## src/rtl/pingpong_pkg.sv

```systemverilog
// Shared definitions for the ping-pong game blocks.
//   state_t         : match scheduler FSM encoding (3 bits)
//   EDG_*           : exit-edge codes reported by the motion controller
//   WIN_*           : winner codes shown by the display logic
package pingpong_pkg;

  typedef enum logic [2:0] {
    IDLE       = 3'd0,
    SERVE_WAIT = 3'd1,
    LAUNCH     = 3'd2,
    WAIT_ACK   = 3'd3,
    RALLY      = 3'd4,
    SCORE      = 3'd5,
    CHECK      = 3'd6,
    OVER       = 3'd7
  } state_t;

  localparam logic [1:0] EDG_NONE  = 2'b00;
  localparam logic [1:0] EDG_LEFT  = 2'b01;
  localparam logic [1:0] EDG_RIGHT = 2'b10;

  localparam logic [1:0] WIN_NONE = 2'b00;
  localparam logic [1:0] WIN_L    = 2'b01;
  localparam logic [1:0] WIN_R    = 2'b10;

endpackage

```

## src/rtl/frame_tick_gen.sv

```systemverilog
// Free-running frame tick generator.
//   clk        : system clock
//   rst_n      : synchronous reset, active-high
//   frame_tick : registered one-cycle pulse, high while the prescaler holds
//                FRAME_DIV-1, i.e. once every FRAME_DIV cycles
module frame_tick_gen #(
  parameter int FRAME_DIV = 833333
) (
  input  logic clk,
  input  logic rst_n,
  output logic frame_tick
);

  localparam int CW = (FRAME_DIV > 1) ? $clog2(FRAME_DIV) : 1;
  localparam logic [CW-1:0] LAST = CW'(FRAME_DIV - 1);

  logic [CW-1:0] presc_q, presc_d;
  logic          tick_q, tick_d;

  // The tick is computed from the next prescaler value so the registered
  // pulse lines up exactly with the cycle the prescaler sits at LAST.
  always_comb begin
    presc_d = (presc_q == LAST) ? '0 : presc_q + 1'b1;
    tick_d  = (presc_d == LAST);
  end

  always_ff @(posedge clk) begin
    if (rst_n) begin
      presc_q <= '0;
      tick_q  <= 1'b0;
    end else begin
      presc_q <= presc_d;
      tick_q  <= tick_d;
    end
  end

  assign frame_tick = tick_q;

endmodule

```

## src/rtl/rally_sched.sv

```systemverilog
// Match-level scheduler for the ball-motion controller.
//   clk         : system clock
//   rst_n       : synchronous reset, ACTIVE-HIGH despite the name
//   key_start   : debounced player start key (level, rising edge used)
//   halt        : motion controller idle flag
//   edg         : exit edge of the finished rally (00 none, 01 left, 10 right)
//   start       : one-cycle launch request to the motion controller
//   serve_side  : 0 left serves, 1 right serves
//   score_l/r   : player scores, saturate at WIN_SCORE
//   game_over   : high while in OVER
//   winner      : 00 none, 01 left, 10 right
//   frame_tick  : free-running frame pulse
//
// Launch handshake: start is a one-cycle request; the motion controller
// accepts it by dropping halt. If halt is still high after ACK_TIMEOUT
// cycles of waiting, the request is re-issued, without limit. The rally is
// over on the first cycle halt is high again, and edg is captured then.
//
// SCORE_W must be wide enough that WIN_SCORE < 2**SCORE_W.
module rally_sched
  import pingpong_pkg::*;
#(
  parameter int FRAME_DIV   = 833333,
  parameter int SERVE_DLY   = 60,
  parameter int WIN_SCORE   = 11,
  parameter int SCORE_W     = 4,
  parameter int ACK_TIMEOUT = 8
) (
  input  logic               clk,
  input  logic               rst_n,
  input  logic               key_start,
  input  logic               halt,
  input  logic [1:0]         edg,
  output logic               start,
  output logic               serve_side,
  output logic [SCORE_W-1:0] score_l,
  output logic [SCORE_W-1:0] score_r,
  output logic               game_over,
  output logic [1:0]         winner,
  output logic               frame_tick
);

  localparam int SD_W = (SERVE_DLY > 0) ? $clog2(SERVE_DLY + 1) : 1;
  localparam int RT_W = (ACK_TIMEOUT > 0) ? $clog2(ACK_TIMEOUT + 1) : 1;
  localparam logic [SD_W-1:0]    SERVE_LOAD = SD_W'(SERVE_DLY);
  localparam logic [RT_W-1:0]    RETRY_LAST = RT_W'(ACK_TIMEOUT - 1);
  localparam logic [SCORE_W-1:0] WIN_Q      = SCORE_W'(WIN_SCORE);

  state_t             state_q, state_d;
  logic               key_q;
  logic               key_rise;
  logic [SD_W-1:0]    serve_cnt_q, serve_cnt_d;
  logic [RT_W-1:0]    retry_q, retry_d;
  logic [1:0]         edg_q, edg_d;
  logic               start_q, start_d;
  logic               serve_side_q, serve_side_d;
  logic [SCORE_W-1:0] score_l_q, score_l_d;
  logic [SCORE_W-1:0] score_r_q, score_r_d;
  logic [1:0]         winner_q, winner_d;
  logic               game_over_q, game_over_d;

  frame_tick_gen #(
    .FRAME_DIV (FRAME_DIV)
  ) u_frame_tick (
    .clk        (clk),
    .rst_n      (rst_n),
    .frame_tick (frame_tick)
  );

  assign key_rise = key_start & ~key_q;

  always_comb begin
    state_d      = state_q;
    serve_cnt_d  = serve_cnt_q;
    retry_d      = retry_q;
    edg_d        = edg_q;
    serve_side_d = serve_side_q;
    score_l_d    = score_l_q;
    score_r_d    = score_r_q;
    winner_d     = winner_q;

    unique case (state_q)
      IDLE, OVER: begin
        // A new game starts the same way from either state.
        if (key_rise) begin
          score_l_d    = '0;
          score_r_d    = '0;
          serve_side_d = 1'b0;
          winner_d     = WIN_NONE;
          serve_cnt_d  = SERVE_LOAD;
          state_d      = SERVE_WAIT;
        end
      end
      SERVE_WAIT: begin
        // Count stops at zero; launch waits there until the controller idles.
        if (serve_cnt_q == '0) begin
          if (halt) state_d = LAUNCH;
        end else if (frame_tick) begin
          serve_cnt_d = serve_cnt_q - 1'b1;
        end
      end
      LAUNCH: begin
        retry_d = '0;
        state_d = WAIT_ACK;
      end
      WAIT_ACK: begin
        if (!halt) begin
          state_d = RALLY;
        end else begin
          retry_d = retry_q + 1'b1;
          if (retry_q == RETRY_LAST) state_d = LAUNCH;
        end
      end
      RALLY: begin
        if (halt) begin
          edg_d   = edg;
          state_d = SCORE;
        end
      end
      SCORE: begin
        // Ball leaving on one side scores for the opponent; the loser serves.
        if (edg_q == EDG_LEFT) begin
          if (score_r_q != WIN_Q) score_r_d = score_r_q + 1'b1;
          serve_side_d = 1'b0;
        end else if (edg_q == EDG_RIGHT) begin
          if (score_l_q != WIN_Q) score_l_d = score_l_q + 1'b1;
          serve_side_d = 1'b1;
        end
        state_d = CHECK;
      end
      CHECK: begin
        if (score_l_q == WIN_Q) begin
          winner_d = WIN_L;
          state_d  = OVER;
        end else if (score_r_q == WIN_Q) begin
          winner_d = WIN_R;
          state_d  = OVER;
        end else begin
          serve_cnt_d = SERVE_LOAD;
          state_d     = SERVE_WAIT;
        end
      end
      default: state_d = IDLE;
    endcase

    // Registered state-decoded outputs, aligned with the state they describe.
    start_d     = (state_d == LAUNCH);
    game_over_d = (state_d == OVER);
  end

  always_ff @(posedge clk) begin
    if (rst_n) begin
      state_q      <= IDLE;
      key_q        <= 1'b0;
      serve_cnt_q  <= '0;
      retry_q      <= '0;
      edg_q        <= EDG_NONE;
      start_q      <= 1'b0;
      serve_side_q <= 1'b0;
      score_l_q    <= '0;
      score_r_q    <= '0;
      winner_q     <= WIN_NONE;
      game_over_q  <= 1'b0;
    end else begin
      state_q      <= state_d;
      key_q        <= key_start;
      serve_cnt_q  <= serve_cnt_d;
      retry_q      <= retry_d;
      edg_q        <= edg_d;
      start_q      <= start_d;
      serve_side_q <= serve_side_d;
      score_l_q    <= score_l_d;
      score_r_q    <= score_r_d;
      winner_q     <= winner_d;
      game_over_q  <= game_over_d;
    end
  end

  assign start      = start_q;
  assign serve_side = serve_side_q;
  assign score_l    = score_l_q;
  assign score_r    = score_r_q;
  assign winner     = winner_q;
  assign game_over  = game_over_q;

endmodule

```

## config.mk

```make
export PLATFORM = sky130hd
export DESIGN_NAME = rally_sched
export DESIGN_NICKNAME = d
export VERILOG_FILES = /design/src/rtl/pingpong_pkg.sv /design/src/rtl/frame_tick_gen.sv /design/src/rtl/rally_sched.sv
export SDC_FILE = /design/constraint.sdc
export NUM_CORES = 1
export LEC_CHECK = 0
export ABC_AREA = 1
export BUFFER_PORTS_ARGS = -buffer_cell sky130_fd_sc_hd__buf_4
export CAP_MARGIN = 30
export CELL_PAD_IN_SITES_DETAIL_PLACEMENT = 0
export CELL_PAD_IN_SITES_GLOBAL_PLACEMENT = 2
export CORE_ASPECT_RATIO = 1.25
export CORE_MARGIN = 1.5
export CORE_UTILIZATION = 33
export DETAILED_ROUTE_END_ITERATION = 6
export PLACE_DENSITY_LB_ADDON = 0.08
export SYNTH_ARGS = -nofsm -noshare
export SYNTH_HDL_FRONTEND = slang
export SYNTH_HIERARCHICAL = 1
export SYNTH_SLANG_ARGS = --single-unit
```

## constraint.sdc

```tcl
create_clock -name clk -period 2 [get_ports clk]
set_input_delay 0 -clock clk [delete_from_list [all_inputs] [get_ports clk]]
set_output_delay 0 -clock clk [all_outputs]
set_load 0.03 [all_outputs]
```

Word level (Yosys, flattened, before mapping)
Cells that the tools add are included.
- flip-flop bits (word level): 50
- memories: 0
- logic and storage cells: 99
- output and inout port bits: 14
- input port bits: 6
- latch bits: 0
- bits in read-only memories: 0
- bits in writable memories: 0
- eq/ne operators: 31
- reduce and logical (&&, ||, !) cells: 14
- shift operators: 0
- bitwise logic cells: 2
- add/sub/neg operators: 5
- mux-type cells: 34
- $mul: 0
- divide/modulo/power cells: 0
- order comparisons: 0
- operators with widths (operator ; count):
    equality test 20 bit (second input constant) ; 2
    2-to-1 mux 6 bit ; 5
    2-to-1 mux 4 bit ; 7
    2-to-1 mux 3 bit ; 8
    one-hot mux 4 bit (2 select lines) ; 3
    one-hot mux 3 bit (7 select lines) ; 1
    adder 20 x 1 -> 20 bit (second input constant) ; 1
    2-to-1 mux 20 bit ; 1
    != test 2 bit (second input constant) ; 10
    one-hot mux 6 bit (3 select lines) ; 1
    equality test 3 bit (second input constant) ; 5
    adder 4 x 1 -> 4 bit (second input constant) ; 3
    equality test 3 x 2 -> 1 bit (second input constant) ; 3
    equality test 4 bit (second input constant) ; 2
    != test 4 bit (second input constant) ; 2
    logical NOT 6 bit ; 1
    2-to-1 mux 2 bit ; 3
    != test 3 bit (second input constant) ; 2
    AND reduction 3 bit ; 2
    AND reduction 6 bit ; 1
    nonzero test 2 bit ; 3
    subtractor 6 x 1 -> 6 bit (second input constant) ; 1
    AND reduction 5 bit ; 1
    equality test 4 x 3 -> 1 bit (second input constant) ; 1
    other kinds (14) ; 17

Logic depth before layout (Yosys ltp)
- depth after elaboration: 5
- mapped depth: 13
- mapped depth without buffers: 13

Cells and area by module
Netlist, hierarchy kept.
- by module, submodules not included (module ; cells an instance ; area each (sq um) ; times used):
    rally_sched ; 251 ; 1666.6 ; 1
    frame_tick_gen ; 222 ; 1363.8 ; 1

Worst setup path before layout
Ideal clock, no wire load.
- path kind: register -> register
- start: register score_l_q[0], in the netlist score_l[0]
- end: register serve_cnt_q[0]
- data required time: 1888 ps
- path slack: 436 ps
- cell stages (with the launch flop): 11
- buffers on the path: 0
- arrival: 1452 ps
- path through: dfxtp_1 -> ha_1 -> nand3_1 -> nand2_1 -> nand2_1 -> nand2_1 -> inv_2 -> nand2_2 -> inv_2 -> nor2_1 -> nor2_2
- word-level cells in the longest chain between the ends: 3
- RTL lines (item ; line ; RTL):
    start: declaration ; rally_sched.sv:57 ; logic [SCORE_W-1:0] score_l_q, score_l_d;
    start signal: assignment ; rally_sched.sv:172 ; score_l_q <= score_l_d;
    equality test 4 bit ; rally_sched.sv:132 ; if (score_l_q == WIN_Q) begin
    != test 2 bit (no source line) ; n/a ;
    AND reduction 6 bit (no source line) ; n/a ;
    end signal: assignment ; rally_sched.sv:167 ; serve_cnt_q <= serve_cnt_d;
    end: declaration ; rally_sched.sv:52 ; logic [SD_W-1:0] serve_cnt_q, serve_cnt_d;
No other way between the ends.
A chain may end at the register's enable or synchronous reset.

Final worst setup path
- start: register u_frame_tick.presc_q[0]
- end: register u_frame_tick.tick_q, in the netlist u_frame_tick/frame_tick
- word-level cells in the longest chain between the ends: 3
- elaborated cells on any way between the ends: 4
- classes of those cells: add/sub (1); eq/ne (2); mux (1)
- RTL lines (item ; line ; RTL):
    start: declaration ; frame_tick_gen.sv:17 ; logic [CW-1:0] presc_q, presc_d;
    start signal: assignment ; frame_tick_gen.sv:32 ; presc_q <= presc_d;
    adder 20 x 1 -> 20 bit or equality test 20 bit (tied branches) ; frame_tick_gen.sv:23 ; presc_d = (presc_q == LAST) ? '0 : presc_q + 1'b1;
    2-to-1 mux 20 bit * ; frame_tick_gen.sv:23 ;
    equality test 20 bit * ; frame_tick_gen.sv:24 ; tick_d = (presc_d == LAST);
    end signal: assignment ; frame_tick_gen.sv:33 ; tick_q <= tick_d;
    end: declaration ; frame_tick_gen.sv:18 ; logic tick_q, tick_d;
Mark *: on every way between the ends. The rest lies on a longest branch, timed or not.

==> out/qor.csv <==
stage,metric,value,unit
run_status,outcome,completed,
logic_synthesis,ys_top_cells_by_area,"sky130_fd_sc_hd__dfxtp_1 (33%), sky130_fd_sc_hd__nand2_1 (12%), sky130_fd_sc_hd__nor2_1 (11%)",
logic_synthesis,synth_warnings,6,
job,cap_violations,0,
grt,grt_start_max_net_pins,26,
floorplanning,core-area,8800,um^2
sta,worst_slew_pin_slew,0.495,ns
grt,number_of_global_route_vias_before_repair,2732,
sta,layout_min_cycle_time,1.72,ns
pwr,powerDensity,873,nW/um^2
sta,max_slew_headroom,66.9,%
grt,gr-usage-all-layers,17.2,%
grt,grt_remaining_overflow,0,
clock_network,tritoncts,done,
worst_hold_path,hold_path_startpoint,rst_n,
logic_synthesis,ys_ff_latch,50,
worst_setup_path,crit_type,flip-flop to flip-flop,
logic_synthesis,post-synth-top-area-fraction,33.0,%
routing,detail_route.iter0.violations,97,
logic_synthesis,synth.largest_area_cell,sky130_fd_sc_hd__dfxtp_1,
logic_synthesis,synth.net_count,488,
worst_setup_path,timing.critical_path.max_delay_family,simple AND/OR/NAND/NOR gates,
logic_synthesis,synth_async_sr_flop_share,0,%
final_layout,final_layout_size_suffix_gt1_share,14.0,%
worst_hold_path,holdPathEnd,u_frame_tick/presc_q[9]$_SDFF_PP0_,
worst_setup_path,critical_path_slowest_stage_cell,sky130_fd_sc_hd__dfxtp_2,
final_layout,final_core_utilization,39.2,%
sta,highest_achievable_clock_rate,0.583,GHz
clock_network,htreeDepth,2,
routing,dr.pass1.iters,5,
worst_setup_path,worst_path_most_repeated_cell,sky130_fd_sc_hd__nand3_1,
worst_setup_path,r2r-start,u_frame_tick/presc_q[0]$_SDFF_PP0_,
clock_network,cts_inserted_buffers,5,
sta,tns,0,ns
logic_synthesis,netlist_top_cells_count,"sky130_fd_sc_hd__nand2_1 (100), sky130_fd_sc_hd__nor2_1 (90), sky130_fd_sc_hd__inv_1 (53)",
pwr,p_leak,1.48,nW
routing,antenna_violating_nets_post_route,0,
routing,detail_route.wl_per_cell,12.5,um
logic_synthesis,syn_avg_cell_area,6.41,um^2
floorplanning,floorplan_die_area,9770,um^2
placed_design,detailed_place_hpwl,6.08,mm
floorplanning,initial_utilization,34.5,%
routing,number_of_vias_in_the_routed_layout,2925,
sta,setup_slack,0.284,ns
sta,timing.final.setup_violations,0,
floorplanning,die_w,88.7,um
routing,route.detailed.vias_per_inst,4.73,
worst_setup_path,reg2reg_setup_slack,0.28,ns
logic_synthesis,synth_cell_types,34,
worst_hold_path,min_delay_path_depth,2,
sta,hold_violations,0,
clock_network,insertion_delay,0.31,ns
logic_synthesis,synth_enable_flop_cells,0,
clock_network,cts_post_setup_buffers_inserted,0,
worst_setup_path,cp.arrival,1.97,ns
grt,grt_antenna_before_repair,0,
sta,grt_setup_unrepaired,false,
routing,remaining_drc_errors,0,
placed_design,port_buffers,19,
final_layout,final_net_count,513,
logic_synthesis,synth.most_common_cell,sky130_fd_sc_hd__nand2_1,
worst_setup_path,rr_endpoint,u_frame_tick/frame_tick$_SDFF_PP0_,
worst_setup_path,worst-path-stages,11,
logic_synthesis,synthesis.instances,473,
worst_setup_path,critical_path_buf_inv_count,2,
logic_synthesis,sequential_area_share_after_synthesis,33.0,%
worst_setup_path,cp.required,2.25,ns
final_layout,nFillCells,957,
worst_setup_path,kind_of_start_point_of_the_critical_path,flip-flop,
sta,timing.final.crit_share,85.8,%
clock_network,clockRootBuffer,sky130_fd_sc_hd__clkbuf_8,
clock_network,clock_sinks,50,
logic_synthesis,postSynth.topFlopCell,sky130_fd_sc_hd__dfxtp_1,
worst_setup_path,critical_path.cell_chain,ha_1 > nand3_1 > inv_1 > nand3_2 > nand2_1 > nand2_1 > clkinv_1 > nand3_1 > nor2_1 > nand3_1 > nor2_1,
sta,worst_clock_skew,0.00958,ns
worst_setup_path,critical_path.max_stage_delay,0.39,ns
pwr,power.ir.vdd_worst,0.314,mV
worst_hold_path,hold_path_class,primary input to flip-flop,
placed_design,gp_routability_congestion,0.790,
clock_network,register_clock_pin_slew_on_the_reported_worst_setup_and_hold_paths,0.10,ns
worst_setup_path,worst_setup_path_end_kind,flip-flop,
sta,drv_slew,0,
clock_network,clock_path_buffers,2,
logic_synthesis,syn_area,3030,um^2
worst_setup_path,worst-path-max-fanout,6,
grt,global_route_wire_length_before_repair,12.9,mm
floorplanning,number_of_ports_placed_on_the_die_boundary,20,
placed_design,pre_cts_slack,0.238,ns
routing,postRouteWirelength,7.73,mm
final_layout,syn_to_final_growth,13.7,%
final_layout,num_antenna_cells,0,
floorplanning,rows,38,
floorplanning,die_height,110,um
worst_setup_path,worst-r2r-cell-count,11,
## logic make-up (layout without fill, tap and decap cells)
logic type	after synthesis	in the layout	synth area share [%]
fa+ha+maj	9	9	3.72
flops	50	50	33.0
buf+inv	72	98	9.45
compound gates	39	39	7.10
simple gates	297	297	45.0
xor+xnor	6	6	1.73
## final cells by class
class	count	area, um^2	share of cell area (%)
inverters	65	244	7.08
well taps	120	150	4.36
multi-input cells	351	1740	50.6
repair buffers	25	195	5.67
flip-flops and latches	50	1000	29.1
clock buffers	8	110	3.20
## layer usage
| layer | track usage, % | vias to the layer above | wire [um] |
|---|---|---|---|
| li1 | - | 1560 | - |
| met1 | 19.2 | 1313 | 3270 |
| met2 | 31.5 | 34 | 4020 |
| met3 | 2.98 | 18 | 172 |
| met4 | 7.70 | 0 | 266 |
| met5 | 0 | - | 0 |
## cells in the final DEF, fill, tap and decap left out, drive strengths merged
cell type and n:
nand2 112, nor2 100, inv 62, nand3 55, dfxtp 50, buf 22, a21oi 20, nand4 13
nor3 13, o21ai 13, ha 9, clkbuf 8, xnor2 4, o21bai 3, clkinv 3, dlygate4sd3 3
and3 2, xor2 2, nand3b 2, o211ai 1, o31ai 1, a311oi 1
## timing repair
item                                    in CTS  in global routing
endpoints found under the setup margin       0                  1
hold buffers                                 3                  0
resized for setup                            0                  1
endpoints found under the hold margin        3                  0
## stage by stage
step,std cells,power [mW],instance area [um^2],hold WS [ns]
finish,619,3.01,3440,0.0594
global route,619,3.27,3440,0.0427
CTS,619,3.04,3440,0.0549
detailed placement,608,2.33,3300,0.218
global placement,608,2.34,3300,0.210
floorplan,473,2.07,3030,0.0780
## worst reg2reg max path, cell delays in order (launching register included)
cell and delay [ns]:
sky130_fd_sc_hd__dfxtp_2 0.39, sky130_fd_sc_hd__ha_1 0.25, sky130_fd_sc_hd__nand3_1 0.19, sky130_fd_sc_hd__inv_1 0.16
sky130_fd_sc_hd__nand3_2 0.11, sky130_fd_sc_hd__nand2_1 0.08, sky130_fd_sc_hd__nand2_1 0.05, sky130_fd_sc_hd__clkinv_1 0.06
sky130_fd_sc_hd__nand3_1 0.06, sky130_fd_sc_hd__nor2_1 0.14, sky130_fd_sc_hd__nand3_1 0.09, sky130_fd_sc_hd__nor2_1 0.08
## how the worst max path moves through the flow
| stage | start | end | slack, ns |
|---|---|---|---|
| finish | u_frame_tick/presc_q[0]$_SDFF_PP0_ | u_frame_tick/frame_tick$_SDFF_PP0_ | 0.28 |
| global placement | u_frame_tick/presc_q[0]$_SDFF_PP0_ | u_frame_tick/frame_tick$_SDFF_PP0_ | 0.28 |
| floorplan | score_l[0]$_SDFFE_PP0P_ | serve_cnt_q[0]$_SDFFE_PP0P_ | 0.44 |
| detailed placement | u_frame_tick/presc_q[0]$_SDFF_PP0_ | u_frame_tick/frame_tick$_SDFF_PP0_ | 0.24 |
| CTS | u_frame_tick/presc_q[0]$_SDFF_PP0_ | u_frame_tick/frame_tick$_SDFF_PP0_ | 0.21 |
| global route | u_frame_tick/presc_q[1]$_SDFF_PP0_ | u_frame_tick/frame_tick$_SDFF_PP0_ | 0.06 |
## power breakdown
part	internal (mW)	switching, mW	leakage (nW)
logic	0.407	0.676	1.02
registers	1.10	0.116	0.406
clock network	0.350	0.354	0.0575
total	1.86	1.15	1.48
## registers in the layout, summed over array words and instances, names as in the netlist
name and cells:
u_frame_tick/presc_q 20, serve_cnt_q 6, retry_q 4, score_l 4
score_r 4, state_q 3, edg_q 2, winner 2
game_over 1, key_q 1, serve_side 1, start 1
u_frame_tick/frame_tick 1
Power figures use the tool's default switching activity.
